<file path="src/rtl/seq_divider.sv">
// -----------------------------------------------------------------------------
// seq_divider
//   Multi-cycle restoring divider, signed or unsigned, one quotient bit per
//   clock. A start accepted at edge E0 takes WIDTH RUN edges, then one SIGN
//   edge that fixes up the signs and loads the result registers. The done
//   pulse is visible for the single cycle after that SIGN edge. A zero divisor
//   skips RUN and is resolved at E1.
//
// Ports
//   clock      : single clock, rising edge
//   clear      : asynchronous active-high reset
//   start      : begin a division (accepted in IDLE, or in DONE for back-to-back)
//   signed_op  : 1 = signed division, 0 = unsigned; sampled with start
//   dividend   : dividend operand, sampled with start
//   divisor    : divisor operand, sampled with start
//   quotient   : registered quotient (LO)
//   remainder  : registered remainder (HI)
//   busy       : high in every state except IDLE
//   done       : one-cycle pulse, quotient/remainder valid
//   div_zero   : high with done when the divisor was zero; held until next start
// -----------------------------------------------------------------------------
module seq_divider #(
  parameter int WIDTH = 32
) (
  input  logic             clock,
  input  logic             clear,
  input  logic             start,
  input  logic             signed_op,
  input  logic [WIDTH-1:0] dividend,
  input  logic [WIDTH-1:0] divisor,
  output logic [WIDTH-1:0] quotient,
  output logic [WIDTH-1:0] remainder,
  output logic             busy,
  output logic             done,
  output logic             div_zero
);

  localparam int CW = $clog2(WIDTH + 1);

  typedef enum logic [1:0] {IDLE, RUN, SIGN, DONE} state_t;

  state_t state_q, state_d;

  logic [WIDTH-1:0] partRem_q, partRem_d;
  logic [WIDTH-1:0] acc_q, acc_d;
  logic [WIDTH-1:0] divMag_q, divMag_d;
  logic [CW-1:0]    stepCnt_q, stepCnt_d;
  logic             negQuo_q, negQuo_d;
  logic             negRem_q, negRem_d;
  logic             zeroDiv_q, zeroDiv_d;
  logic [WIDTH-1:0] quo_q, quo_d;
  logic [WIDTH-1:0] remOut_q, remOut_d;
  logic             divZero_q, divZero_d;

  logic             dvdNeg, dsrNeg, divisorZero;
  logic [WIDTH-1:0] dvdMag, dsrMag;
  logic [WIDTH:0]   shifted;
  logic [WIDTH+1:0] trial;
  logic             borrow;

  // Operand magnitudes are taken only for signed division.
  assign dvdNeg      = signed_op & dividend[WIDTH-1];
  assign dsrNeg      = signed_op & divisor[WIDTH-1];
  assign dvdMag      = dvdNeg ? -dividend : dividend;
  assign dsrMag      = dsrNeg ? -divisor : divisor;
  assign divisorZero = (divisor == '0);

  // One restoring step: the partial remainder gains the next dividend bit and
  // the divisor magnitude is trial-subtracted. A non-negative result is always
  // below the divisor, so bit WIDTH can only be set when the subtraction
  // underflowed; folding it into the borrow keeps every bit meaningful.
  assign shifted = {partRem_q, acc_q[WIDTH-1]};
  assign trial   = {1'b0, shifted} - {2'b00, divMag_q};
  assign borrow  = trial[WIDTH+1] | trial[WIDTH];

  // State register.
  always_ff @(posedge clock or posedge clear) begin
    if (clear) state_q <= IDLE;
    else       state_q <= state_d;
  end

  // Next-state logic. A zero divisor goes straight to SIGN, which resolves it
  // one edge later. DONE accepts a new start so back-to-back requests are not
  // delayed by an extra IDLE cycle.
  always_comb begin
    state_d = state_q;
    case (state_q)
      IDLE: if (start) state_d = divisorZero ? SIGN : RUN;
      RUN:  if (stepCnt_q == CW'(WIDTH - 1)) state_d = SIGN;
      SIGN: state_d = DONE;
      DONE: begin
        if (start) state_d = divisorZero ? SIGN : RUN;
        else       state_d = IDLE;
      end
      default: state_d = IDLE;
    endcase
  end

  // Output logic.
  always_comb begin
    busy      = (state_q != IDLE);
    done      = (state_q == DONE);
    quotient  = quo_q;
    remainder = remOut_q;
    div_zero  = divZero_q;
  end

  // Datapath next-state. acc holds the dividend magnitude and shifts quotient
  // bits in from the right; for a zero divisor it keeps the raw dividend so
  // it can be returned as the remainder.
  always_comb begin
    partRem_d = partRem_q;
    acc_d     = acc_q;
    divMag_d  = divMag_q;
    stepCnt_d = stepCnt_q;
    negQuo_d  = negQuo_q;
    negRem_d  = negRem_q;
    zeroDiv_d = zeroDiv_q;
    quo_d     = quo_q;
    remOut_d  = remOut_q;
    divZero_d = divZero_q;
    case (state_q)
      IDLE, DONE: begin
        if (start) begin
          partRem_d = '0;
          stepCnt_d = '0;
          divMag_d  = dsrMag;
          acc_d     = divisorZero ? dividend : dvdMag;
          negQuo_d  = dvdNeg ^ dsrNeg;
          negRem_d  = dvdNeg;
          zeroDiv_d = divisorZero;
          divZero_d = 1'b0;
        end
      end
      RUN: begin
        partRem_d = borrow ? shifted[WIDTH-1:0] : trial[WIDTH-1:0];
        acc_d     = {acc_q[WIDTH-2:0], ~borrow};
        stepCnt_d = stepCnt_q + CW'(1);
      end
      SIGN: begin
        if (zeroDiv_q) begin
          quo_d     = '1;
          remOut_d  = acc_q;
          divZero_d = 1'b1;
        end else begin
          quo_d     = negQuo_q ? -acc_q : acc_q;
          remOut_d  = negRem_q ? -partRem_q : partRem_q;
          divZero_d = 1'b0;
        end
      end
      default: ;
    endcase
  end

  // Datapath registers.
  always_ff @(posedge clock or posedge clear) begin
    if (clear) begin
      partRem_q <= '0;
      acc_q     <= '0;
      divMag_q  <= '0;
      stepCnt_q <= '0;
      negQuo_q  <= 1'b0;
      negRem_q  <= 1'b0;
      zeroDiv_q <= 1'b0;
      quo_q     <= '0;
      remOut_q  <= '0;
      divZero_q <= 1'b0;
    end else begin
      partRem_q <= partRem_d;
      acc_q     <= acc_d;
      divMag_q  <= divMag_d;
      stepCnt_q <= stepCnt_d;
      negQuo_q  <= negQuo_d;
      negRem_q  <= negRem_d;
      zeroDiv_q <= zeroDiv_d;
      quo_q     <= quo_d;
      remOut_q  <= remOut_d;
      divZero_q <= divZero_d;
    end
  end

endmodule

</file>
<file path="config.mk">
export PLATFORM = sky130hd
export DESIGN_NAME = seq_divider
export DESIGN_NICKNAME = d
export VERILOG_FILES = /design/src/rtl/seq_divider.sv
export SDC_FILE = /design/constraint.sdc
export NUM_CORES = 1
export LEC_CHECK = 0
export ABC_CLOCK_PERIOD_IN_PS = 4300
export BUFFER_PORTS_ARGS = -buffer_cell sky130_fd_sc_hd__buf_4
export CORE_UTILIZATION = 34
export CTS_CLUSTER_DIAMETER = 120
export DETAILED_ROUTE_END_ITERATION = 10
export PLACE_DENSITY_LB_ADDON = 0.12
export SETUP_SLACK_MARGIN = 0.5
export SLEW_MARGIN = 30
export SYNTH_ARGS = -nofsm -noshare
export SYNTH_HDL_FRONTEND = slang
export SYNTH_SLANG_ARGS = --single-unit
</file>
<file path="constraint.sdc">
create_clock -name clock -period 4.3 [get_ports clock]
set_input_delay 0 -clock clock [delete_from_list [all_inputs] [get_ports clock]]
set_output_delay 0 -clock clock [all_outputs]
set_load 0.005 [all_outputs]
</file>
==> run summary, run 1 <==
status: complete, no violations
ranking of synthesized cells by area: dfrtp_1 37%, o21ai_0 7.5%, xor2_1 6.0%, nand2_1 5.6%, xnor2_1 5.4%
post-route ant nets: 0
commonest non-fill, non-tap cell in the layout: nand2_1
Worst Hold Path EP: acc_q[5]$_DFFE_PP0P_
crit end category: register
Synth async-reset ratio: 1.00
post-DP HPWL: 24.3 mm
Slew Viols, Final: 0
RSZ-0062 raised after global routing: false
Yosys cell types: 69
Post-Syn Area: 0.0117 mm^2
fraction of layout cells with a size suffix above 1: 0.157
PortBufs: 134
worst hold-check path type: in -> reg
vias per cell: 5.07
PwrDens: 804 mW/mm^2
Setup WS pre-CTS: 0.437 ns
worst hold stages: 5
Reg2Reg Launch Point: acc_q[31]$_DFFE_PP0P_
FF-to-FF setup slack: 0.83 ns
Post-route DRC: 0
per-cell routed wire length: 16.6 um
Finished Layout Cells: 1993
CP dominant cell by count: inv_1
WL final: 33.0 mm
clock root cell: clkbuf_16
Layout Utilization: 0.433
Leakage: 6.48 nW
row count: 67
CP Data Arrival Time: 3.77 ns
Congestion Overflow GR: 0
Gate Count Post-Synth: 1357
Final Setup Violations: 0
Final Hold Fails: 0
Initial Utilization: 0.347
Vias: 10.1k
Fin Clk Skew: 0.00946 ns
fmax: 0.288 GHz
vias in the first global route: 9747
initial antenna violation count: 1
drt initial violations: 625
CP Launch Type: register
RD Place Congestion: 0.822
YS warnings: 0
r2r endpoint: partRem_q[15]$_DFFE_PP0P_
Top FF cell, synth: dfrtp_1
Inserted Clock Buffers: 17
syn_nets: 1468
Post-Route Setup TNS: 0 ns
most frequent cells in the layout: 176 x nand2_1, 175 x o21ai_0, 170 x dfrtp_1, 150 x buf_4, 100 x a21oi_1
H-tree depth: 4
largest net degree at the start of global routing: 137
Clock Latency Late Sink: 0.44 ns
CTS tree: done
Post-synth EDFFs: 0
critical path type: reg -> reg
first-pass GRT wire length: 53.1 mm
nets@finish: 1643
first drt pass iteration count: 5
gr usage total: 0.189
Post-Syn Area per Cell: 8.63 um^2
Synth area leader: dfrtp_1
fin worst setup slack: 0.832 ns
hold path start: dividend[0]
DIE WIDTH: 188 um
Max Cap Violations: 0
Die Y: 188 um
highest cell delay on the worst timing path: 0.41 ns
Seq/Total Area, Yosys: 0.368
CP max stage cell: fa_1
IO Count: 135
period utilization: 0.807
CTS sink count: 172
core footprint: 0.0337 mm^2
Clock Tree Buf Depth: 2
data required time of the critical path: 4.60 ns
Tightest Pin Transition: 0.925 ns
antenna cells: 0
post-synth top area share: 0.368
FF-to-FF path depth: 17
CP Max Fanout: 18
max_slew headroom: 0.384
fin crit period: 3.47 ns
area grow syn2layout: 24.6%
worst-path cell chain: inv_1, ha_1, inv_1, fa_1, a21oi_2, o211ai_1, a21boi_2, o31ai_1, buf_4, a31oi_2, o31a_1, xnor2_2, o31ai_4, buf_6, buf_12, mux2i_1, a21oi_1
Clock transition at path regs: 0.07 ns
worst vdd ir: 0.363 mV
full die area: 0.0352 mm^2
placed cells: 1879
#FFs+latches synth: 172
[how the worst max path moves through the flow]
stage	startpoint	end	slack, ns	cells after the start
floorplan	acc_q[31]$_DFFE_PP0P_	partRem_q[1]$_DFFE_PP0P_	1.26	15
global placement	partRem_q[3]$_DFFE_PP0P_	partRem_q[1]$_DFFE_PP0P_	0.47	12
detailed placement	acc_q[31]$_DFFE_PP0P_	partRem_q[15]$_DFFE_PP0P_	0.44	17
CTS	acc_q[31]$_DFFE_PP0P_	partRem_q[15]$_DFFE_PP0P_	0.64	17
global route	acc_q[31]$_DFFE_PP0P_	partRem_q[15]$_DFFE_PP0P_	0.53	17
finish	acc_q[31]$_DFFE_PP0P_	partRem_q[15]$_DFFE_PP0P_	0.83	17
[worst max-delay path, delay by kind of cell (launching register included)]
family	cells	cell delay, ns
adders and majority gates	2	0.64
buffers and inverters	5	0.69
DFF	1	0.37
xor gates and xnor gates	1	0.10
AOI/OAI and AO/OA	8	1.29
muxes	1	0.23
[sequential cells by signal, summed over array words and instances, names as in the netlist]
signal and count:
remainder 32, acc_q 32, div_zero 1, stepCnt_q 6
negRem_q 1, zeroDiv_q 1, negQuo_q 1, quotient 32
divMag_q 32, partRem_q 32, state_q 2
[kinds of logic (layout without fill, tap and decap cells)]
| kind of cell | Yosys count | in the layout | synth area share |
|---|---|---|---|
| XOR/XNOR | 152 | 152 | 0.114 |
| multiplexers | 68 | 68 | 0.0613 |
| AO/OA/AOI/OAI | 400 | 400 | 0.204 |
| flip-flops | 172 | 172 | 0.368 |
| adder cells (fa/ha/maj) | 43 | 43 | 0.0466 |
| AND/OR/NAND/NOR | 379 | 379 | 0.158 |
| buffers and inverters | 143 | 331 | 0.0493 |
[routing by layer]
metal	part of all wire	track usage
met5	0	0
met4	0.012	0.0466
met3	0.035	0.0290
met2	0.45	0.295
met1	0.50	0.272
[Yosys cell counts (all sizes together) (2+ instances only)]
cell type	number
a211oi	3
a21boi	3
a21o	9
a21oi	102
a311oi	2
a31oi	5
a41oi	3
and2	6
and3	31
and4	2
buf	11
clkbuf	66
dfrtp	172
ha	42
inv	65
mux2	30
mux2i	38
nand2	176
nand2b	15
nand3	16
nand3b	3
nand4	10
nand4b	3
nor2	52
nor2b	7
nor3	18
nor3b	3
nor4	8
nor4b	2
o2111ai	3
o211a	2
o211ai	5
o21ai	178
o21bai	2
o22a	27
o22ai	8
o31ai	29
o41ai	12
or2	3
or3	11
or4	10
xnor2	72
xor2	80
[through the flow]
step           area (um^2)  hold slack, ns  total power, mW
2_1_floorplan        11700           0.136             7.94
3_3_place_gp         13100           0.212             10.1
3_5_place_dp         13100           0.205             10.1
4_1_cts              14600           0.105             11.8
5_1_grt              14600           0.152             12.8
6_report             14600           0.122             11.7
[timing repair]
action                                 in CTS  in global routing
setup buffers                               1                  0
hold buffers                               81                  0
gates resized for setup                     1                  3
setup endpoints to repair                  18                 18
endpoints found under the hold margin     238                  0
[area by class of cell]
type,instances,area (um^2)
clock buffer,22,474
sequential,172,4310
multi-input combinational,1042,6880
fill,3408,19100
tap,448,561
inverter,65,248
timing repair buffer,234,1990
clock inverter,10,139
[report_power, final]
part / internal (mW) / switching (mW) / total (mW)
combinational: 3.12 / 3.76 / 6.88
clock: 0.960 / 0.688 / 1.65
sequential: 2.37 / 0.842 / 3.21
No activity file was read; power rests on OpenSTA's default activity.
==> run 2: changes to the inputs <==
Settings changed: ABC_CLOCK_PERIOD_IN_PS 4300 to 2800.
Clock period 4.3 ns to 2.8 ns, I/O delays scaled along.
==> run 2 against run 1 <==
  * Critical path depth shrank 5
  * Combinational power increased by 100%
  * Sequential cell count unchanged
  * Total power is 81% higher
  * Register-to-register slack worse by 1.2 ns
  * First-iteration DRC count is 4.5% lower
  * The flow now finishes with violations (negative setup slack)
  * Largest power group unchanged
  * Routed wire length grew 6.9%
  * Sequential power is 45% higher
  * Non-clock buffer count is 172 higher
  * Maximum frequency is 10% higher
==> run summary, run 2 (synthesis gave the netlist of run 1 again) <==
Congestion Overflow GR: 0 (unchanged)
first-pass GRT wire length: 56.5 mm (+6.5%)
Final Hold Fails: 0 (unchanged)
internal power: 12.1 mW (+87%)
data required time of the critical path: 3.11 ns (-1.49 ns)
RD Place Congestion: 0.885 (+7.7%)
RSZ-0062 raised after global routing: true
CTS tree: done
fin worst setup slack: -0.354 ns (-1.19 ns)
Final Setup Violations: 43 (+43)
Clock transition at path regs: 0.07 ns (about the same)
fmax: 0.317 GHz (+10%)
vias per cell: 5.04 (-0.48%)
row count: 67 (unchanged)
Clock Tree Buf Depth: 2 (unchanged)
Max Cap Violations: 0 (unchanged)
CP Data Arrival Time: 3.47 ns (-0.30 ns)
full die area: 0.0352 mm^2 (unchanged)
WL final: 35.3 mm (+6.9%)
clock root cell: clkbuf_16
Logic pwr share: 0.660 (+0.074)
highest cell delay on the worst timing path: 0.40 ns (about the same)
H-tree depth: 4 (unchanged)
IO Count: 135 (unchanged)
Tightest Pin Transition: 0.763 ns (-0.162 ns)
area grow syn2layout: 42.5%
nets@finish: 1815 (+10%)
drt initial violations: 597 (-4.5%)
Fin Clk Skew: 0.00884 ns (-0.000622 ns)
period utilization: 1.13 (+0.320)
CP max stage cell: dfrtp_1
Slew Viols, Final: 0 (unchanged)
gr usage total: 0.201 (+0.0124)
CP Max Fanout: 17 (-1)
status: finished, violations left
PortBufs: 134 (unchanged)
Vias: 10.9k (+8.1%)
Sw Share: 0.430 (-0.0204)
fraction of layout cells with a size suffix above 1: 0.302 (+0.146)
commonest non-fill, non-tap cell in the layout: buf_4
part of the power in registers: 0.220 (-0.053)
worst vdd ir: 0.740 mV (+100%)
max_slew headroom: 0.491 (+0.108)
core footprint: 0.0337 mm^2 (unchanged)
most frequent cells in the layout: 311 x buf_4, 167 x nand2_1, 167 x dfrtp_1, 143 x o21ai_0, 97 x a21oi_1
Post-Route Setup TNS: -12.05 ns (-12.05 ns)
post-route ant nets: 0 (unchanged)
Psw: 9.12 mW (+73%)
Die Y: 188 um (unchanged)
Leakage: 7.57 nW (+17%)
worst hold stages: 4 (-1)
worst-path cell chain: ha_1, a21oi_1, nand2_1, o2111ai_1, nand3_1, o21ai_1, a21oi_1, and4_1, o31ai_4, buf_12, mux2i_1, o21ai_1
failing checks: negative setup slack
first drt pass iteration count: 5 (unchanged)
CP Launch Type: register
Post-route DRC: 0 (unchanged)
FF-to-FF path depth: 12 (-5)
Final Power: 21.2 mW (+81%)
post-DP HPWL: 26.4 mm (+8.5%)
largest net degree at the start of global routing: 69 (-50%)
crit end category: register
Clock Latency Late Sink: 0.44 ns (about the same)
antenna cells: 0 (unchanged)
Setup WS pre-CTS: -0.387 ns (-0.824 ns)
initial antenna violation count: 1 (unchanged)
worst hold-check path type: in -> reg
critical path type: reg -> reg
Clock Power Share: 0.120 (-0.020)
vias in the first global route: 10.5k (+8.0%)
DIE WIDTH: 188 um (unchanged)
PwrDens: 1270 mW/mm^2 (+58%)
Initial Utilization: 0.347 (unchanged)
per-cell routed wire length: 16.3 um (-1.5%)
CTS sink count: 172 (unchanged)
fin crit period: 3.15 ns (-0.314 ns)
Inserted Clock Buffers: 17 (unchanged)
[run 2: cell types whose count changed in the layout (fill, tap and decap cells not counted), moves of 12 or more]
| cell | delta |
|---|---|
| buf_4 | +161 |
| buf_6 | +18 |
| dlygate4sd3_1 | -12 |
| mux2_2 | -12 |
| mux2_4 | +12 |
| o21ai_0 | -32 |
| o21ai_1 | +16 |
| o21ai_2 | +15 |
| o31ai_1 | -12 |
[run 2: path summary, 6_finish.rpt]
| check | startpoint | endpoint | slack [ns] |
|---|---|---|---|
| max in group asynchronous | clear | acc_q[2]$_DFFE_PP0P_ | 1.85 |
| worst min-delay path | divisor[0] | divMag_q[3]$_DFFE_PP0P_ | 0.0002 |
| worst max register to register | partRem_q[3]$_DFFE_PP0P_ | partRem_q[2]$_DFFE_PP0P_ | -0.35 |
| worst min register to register | divMag_q[23]$_DFFE_PP0P_ | divMag_q[23]$_DFFE_PP0P_ | 0.48 |
| min in group asynchronous | clear | quotient[25]$_DFFE_PP0P_ | 0.08 |
| worst max-delay path | partRem_q[3]$_DFFE_PP0P_ | partRem_q[2]$_DFFE_PP0P_ | -0.35 |
[run 2: critical path: cells and delay by family (launching register included)]
family          cells  cell delay (ns)
mux                 1             0.22
buf+inv             1             0.24
fa+ha+maj           1             0.36
flops               1             0.40
simple gates        3             0.52
compound gates      6             1.29
[run 2: power groups by stage]
stage               clock [mW]  combinational [mW]  sequential [mW]
floorplan                    0                7.93             4.52
detailed placement           0                12.9             4.67
global route              2.72                15.4             4.82
CTS                       2.62                13.5             4.66
finish                    2.55                14.0             4.66
global placement             0                12.8             4.64
[run 2: layout make-up]
cell class / instances / area (um^2)
tap: 448 / 561
sequential: 172 / 4310
inverter: 65 / 250
multi-input combinational: 1042 / 7570
timing repair buffer: 406 / 3370
clock buffer: 21 / 450
clock inverter: 10 / 166
fill: 3274 / 17000
[run 2: through the flow]
stage / util / area, um^2 / cells / hold slack (ns)
after floorplan: - / 11900 / 1357 / 0.136
after global placement: 0.430 / 14500 / 2036 / -0.0197
after detailed placement: 0.430 / 14500 / 2036 / -0.0176
after CTS: 0.481 / 16200 / 2147 / 0.00705
after global routing: 0.495 / 16700 / 2164 / 0.0259
final: 0.495 / 16700 / 2164 / 0.000237
[run 2: per-layer routing]
layer / track usage / wire length, um
met5: 0 / 0
met4: 0.0513 / 578
met3: 0.0268 / 1120
met2: 0.322 / 16200
met1: 0.285 / 17400
[run 2: repair_timing]
action | in CTS | in global routing
pin swaps | 35 | 36
resized for setup | 79 | 80
hold endpoints to repair | 192 | 0
setup buffers | 11 | 17
hold buffers | 69 | 0
endpoints found under the setup margin | 67 | 104
==> run 3: changes to the inputs <==
Settings changed: ABC_AREA set to 1, CORE_MARGIN set to 2, CORE_UTILIZATION 34 to 55.
==> run 3 against run 2 <==
  * The run now ends clean
  * Worst hold slack improved by 0.029 ns
  * Non-clock buffer count is 151 lower
  * Combinational power down 39%
  * Critical path depth rose by 7
  * Register-to-register slack improved by 0.76 ns
  * Largest cell class unchanged
==> run summary, run 3 <==
FF-to-FF setup slack: 0.41 ns (+0.76 ns)
CTS tree: done
# fillers: 2122 (-35%)
Inserted Clock Buffers: 17 (unchanged)
fraction of layout cells with a size suffix above 1: 0.166 (-0.137)
Synth area leader: dfrtp_1
clock root cell: clkbuf_16
post-DP HPWL: 35.0 mm (+33%)
CP startpoint: acc_q[31]$_DFFE_PP0P_
DIE WIDTH: 160 um (-15%)
vias per cell: 5.75 (+14%)
post-route ant nets: 0 (unchanged)
Clock Tree Buf Depth: 2 (unchanged)
Post-Syn Area per Cell: 6.36 um^2 (-26%)
antenna cells: 0 (unchanged)
vias in the first global route: 13.7k (+30%)
Synth async-reset ratio: 1.00 (unchanged)
syn_nets: 2211 (+51%)
drt initial violations: 1793 (+200%)
IO Count: 135 (unchanged)
WP buf/inv: 3 (+2)
worst vdd ir: 0.605 mV (-18%)
Slew Viols, Final: 0 (unchanged)
Reg2Reg Launch Point: acc_q[31]$_DFFE_PP0P_
CP Max Fanout: 7 (-10)
FF-to-FF path depth: 19 (+7)
Synth top cells by count: 640 x nand2_1, 285 x inv_1, 211 x nand3_1, 207 x nor2_1, 172 x dfrtp_1
Clock Latency Late Sink: 0.44 ns (about the same)
fin crit period: 2.39 ns (-0.761 ns)
PortBufs: 134 (unchanged)
CP max stage cell: dfrtp_1
PwrDens: 921 mW/mm^2 (-28%)
instance count on the critical path: 19 (+7)
H-tree depth: 4 (unchanged)
max_slew headroom: 0.578 (+0.0864)
Yosys cell types: 49 (-29%)
Leakage: 8.79 nW (+16%)
ranking of synthesized cells by area: dfrtp_1 32%, nand2_1 18%, inv_1 8.0%, nand3_1 7.9%, nor2_1 5.8%
Seq/Total Area, Yosys: 0.322 (-0.0452)
Final Hold Fails: 0 (unchanged)
post-route cell area: 0.0169 mm^2 (+1.4%)
Clock transition at path regs: 0.07 ns (about the same)
first drt pass iteration count: 6 (+1)
CP Data Arrival Time: 2.73 ns (-0.74 ns)
fmax: 0.418 GHz (+32%)
area grow syn2layout: 26.7%
Tightest Pin Transition: 0.633 ns (-0.130 ns)
CP Launch Type: register
RD Place Congestion: 0.970 (+9.6%)
Vias: 15.2k (+39%)
CP endpoint: partRem_q[31]$_DFFE_PP0P_
critical path type: reg -> reg
core footprint: 0.0241 mm^2 (-28%)
most frequent cells in the layout: 625 x nand2_1, 268 x inv_1, 195 x nand3_1, 186 x nor2_1, 184 x buf_4
initial antenna violation count: 0 (-1)
r2r endpoint: partRem_q[31]$_DFFE_PP0P_
worst hold-check path type: in -> reg
Congestion Overflow GR: 0 (unchanged)
per-cell routed wire length: 18.2 um (+11%)
YS warnings: 0 (unchanged)
highest cell delay on the worst timing path: 0.39 ns (about the same)
post-synth top area share: 0.322 (-0.0452)
nets@finish: 2416 (+33%)
first-pass GRT wire length: 74.3 mm (+32%)
commonest non-fill, non-tap cell in the layout: nand2_1
Die Y: 160 um (-15%)
CTS sink count: 172 (unchanged)
Fin Clk Skew: 0.0171 ns (+0.00829 ns)
Initial Utilization: 0.554 (+0.206)
Post-Syn Area: 0.0133 mm^2 (+14%)
RSZ-0062 raised after global routing: true
Placed Instance Area: 0.0148 mm^2 (+1.9%)
largest net degree at the start of global routing: 47 (-32%)
most frequent cell after synthesis: nand2_1
period utilization: 0.855 (-0.272)
WL final: 48.0 mm (+36%)
cell family with most CP delay: simple AND/OR/NAND/NOR gates
gr usage total: 0.368 (+0.167)
Gate Count Post-Synth: 2100 (+55%)
Post-synth EDFFs: 0 (unchanged)
#FFs+latches synth: 172 (unchanged)
full die area: 0.0255 mm^2 (-27%)
status: complete, no violations
Final Setup Violations: 0 (-100%)
Post-Route Setup TNS: 0 ns (+12.05 ns)
Post-route DRC: 0 (unchanged)
row count: 57 (-15%)
Max Cap Violations: 0 (unchanged)
Top FF cell, synth: dfrtp_1
worst-path cell chain: inv_2, ha_4, inv_4, fa_2, nand2_2, nand2_4, nand3_2, nand2_2, nand2_2, nand2_4, nand2_4, nand2_4, nand2_8, nand2_8, nor2_8, clkbuf_16, nand2_2, nand3_1, nand2_1
data required time of the critical path: 3.13 ns (+0.02 ns)
crit end category: register
==> run 3: cell types whose count changed after synthesis, moves of 46 or more <==
cell     previous run  this run
xnor2_1            72        13
nor2_1             52       207
nand2_1           176       640
inv_1              65       285
xor2_1             80        25
nand3_1            16       211
o21ai_0           175       129
==> run 3: area by class of cell <==
type                       count  area (um^2)  area share
multi-input combinational   1566         8250       0.488
sequential                   172         4310       0.255
timing repair buffer         255         2180       0.129
inverter                     293         1110      0.0656
clock buffer                  17          425      0.0251
tap                          324          405      0.0240
clock inverter                14          229      0.0135
==> run 3: routing by layer <==
| layer | global-route usage | part of all wire |
|---|---|---|
| met1 | 0.550 | 0.44 |
| met2 | 0.550 | 0.43 |
| met4 | 0.0921 | 0.024 |
| met3 | 0.0699 | 0.10 |
| met5 | 0 | 0 |
==> run 3: worst min-delay path by stage <==
stage,to,slack (ns),depth (start not counted),start
final,divMag_q[10]$_DFFE_PP0P_,0.03,4,divisor[10]
after global routing,acc_q[24]$_DFFE_PP0P_,0.07,5,dividend[24]
after CTS,acc_q[28]$_DFFE_PP0P_,0.0005,5,dividend[28]
after detailed placement,partRem_q[30]$_DFFE_PP0P_,0.25,2,clear
after global placement,partRem_q[29]$_DFFE_PP0P_,0.25,2,clear
after floorplan,acc_q[31]$_DFFE_PP0P_,0.14,2,dividend[31]
==> run 3: logic make-up after synthesis <==
family          share of synthesized area
compound gates                      0.125
buf+inv                             0.105
flops                               0.322
mux                              0.000750
fa+ha+maj                          0.0409
simple gates                        0.381
xor+xnor                           0.0249
==> run 3: report_power, final <==
part | total, mW | internal, mW | switching (mW)
sequential | 4.28 | 3.41 | 0.863
clock | 2.71 | 1.60 | 1.10
combinational | 8.60 | 2.96 | 5.64
total | 15.6 | 7.98 | 7.61
==> run 3: what timing repair did <==
action / 4_1_cts / 5_1_grt
buffers inserted: 12 / 13
cloned: 1 / 2
setup endpoints to repair: 35 / 84
hold buffers: 59 / 1
pin swaps: 17 / 25
hold endpoints to repair: 91 / 1
gates resized for setup: 65 / 62
==> run 3: per-stage QoR <==
step / hold slack [ns] / worst slack [ns] / power (mW) / utilization / std cells
after floorplan: 0.138 / 0.511 / 8.99 / - / 2100
after global placement: 0.248 / 0.202 / 11.8 / 0.613 / 2521
after detailed placement: 0.248 / 0.128 / 11.9 / 0.613 / 2521
after CTS: 0.000474 / 0.488 / 15.1 / 0.686 / 2624
after global routing: 0.0656 / 0.296 / 16.6 / 0.702 / 2641
final: 0.0293 / 0.407 / 15.6 / 0.702 / 2641
==> run 3: worst min-delay path, stage by stage <==
cell	delay [ns]
buf_4	0.11
inv_1	0.09
xor2_1	0.10
o21ai_0	0.13
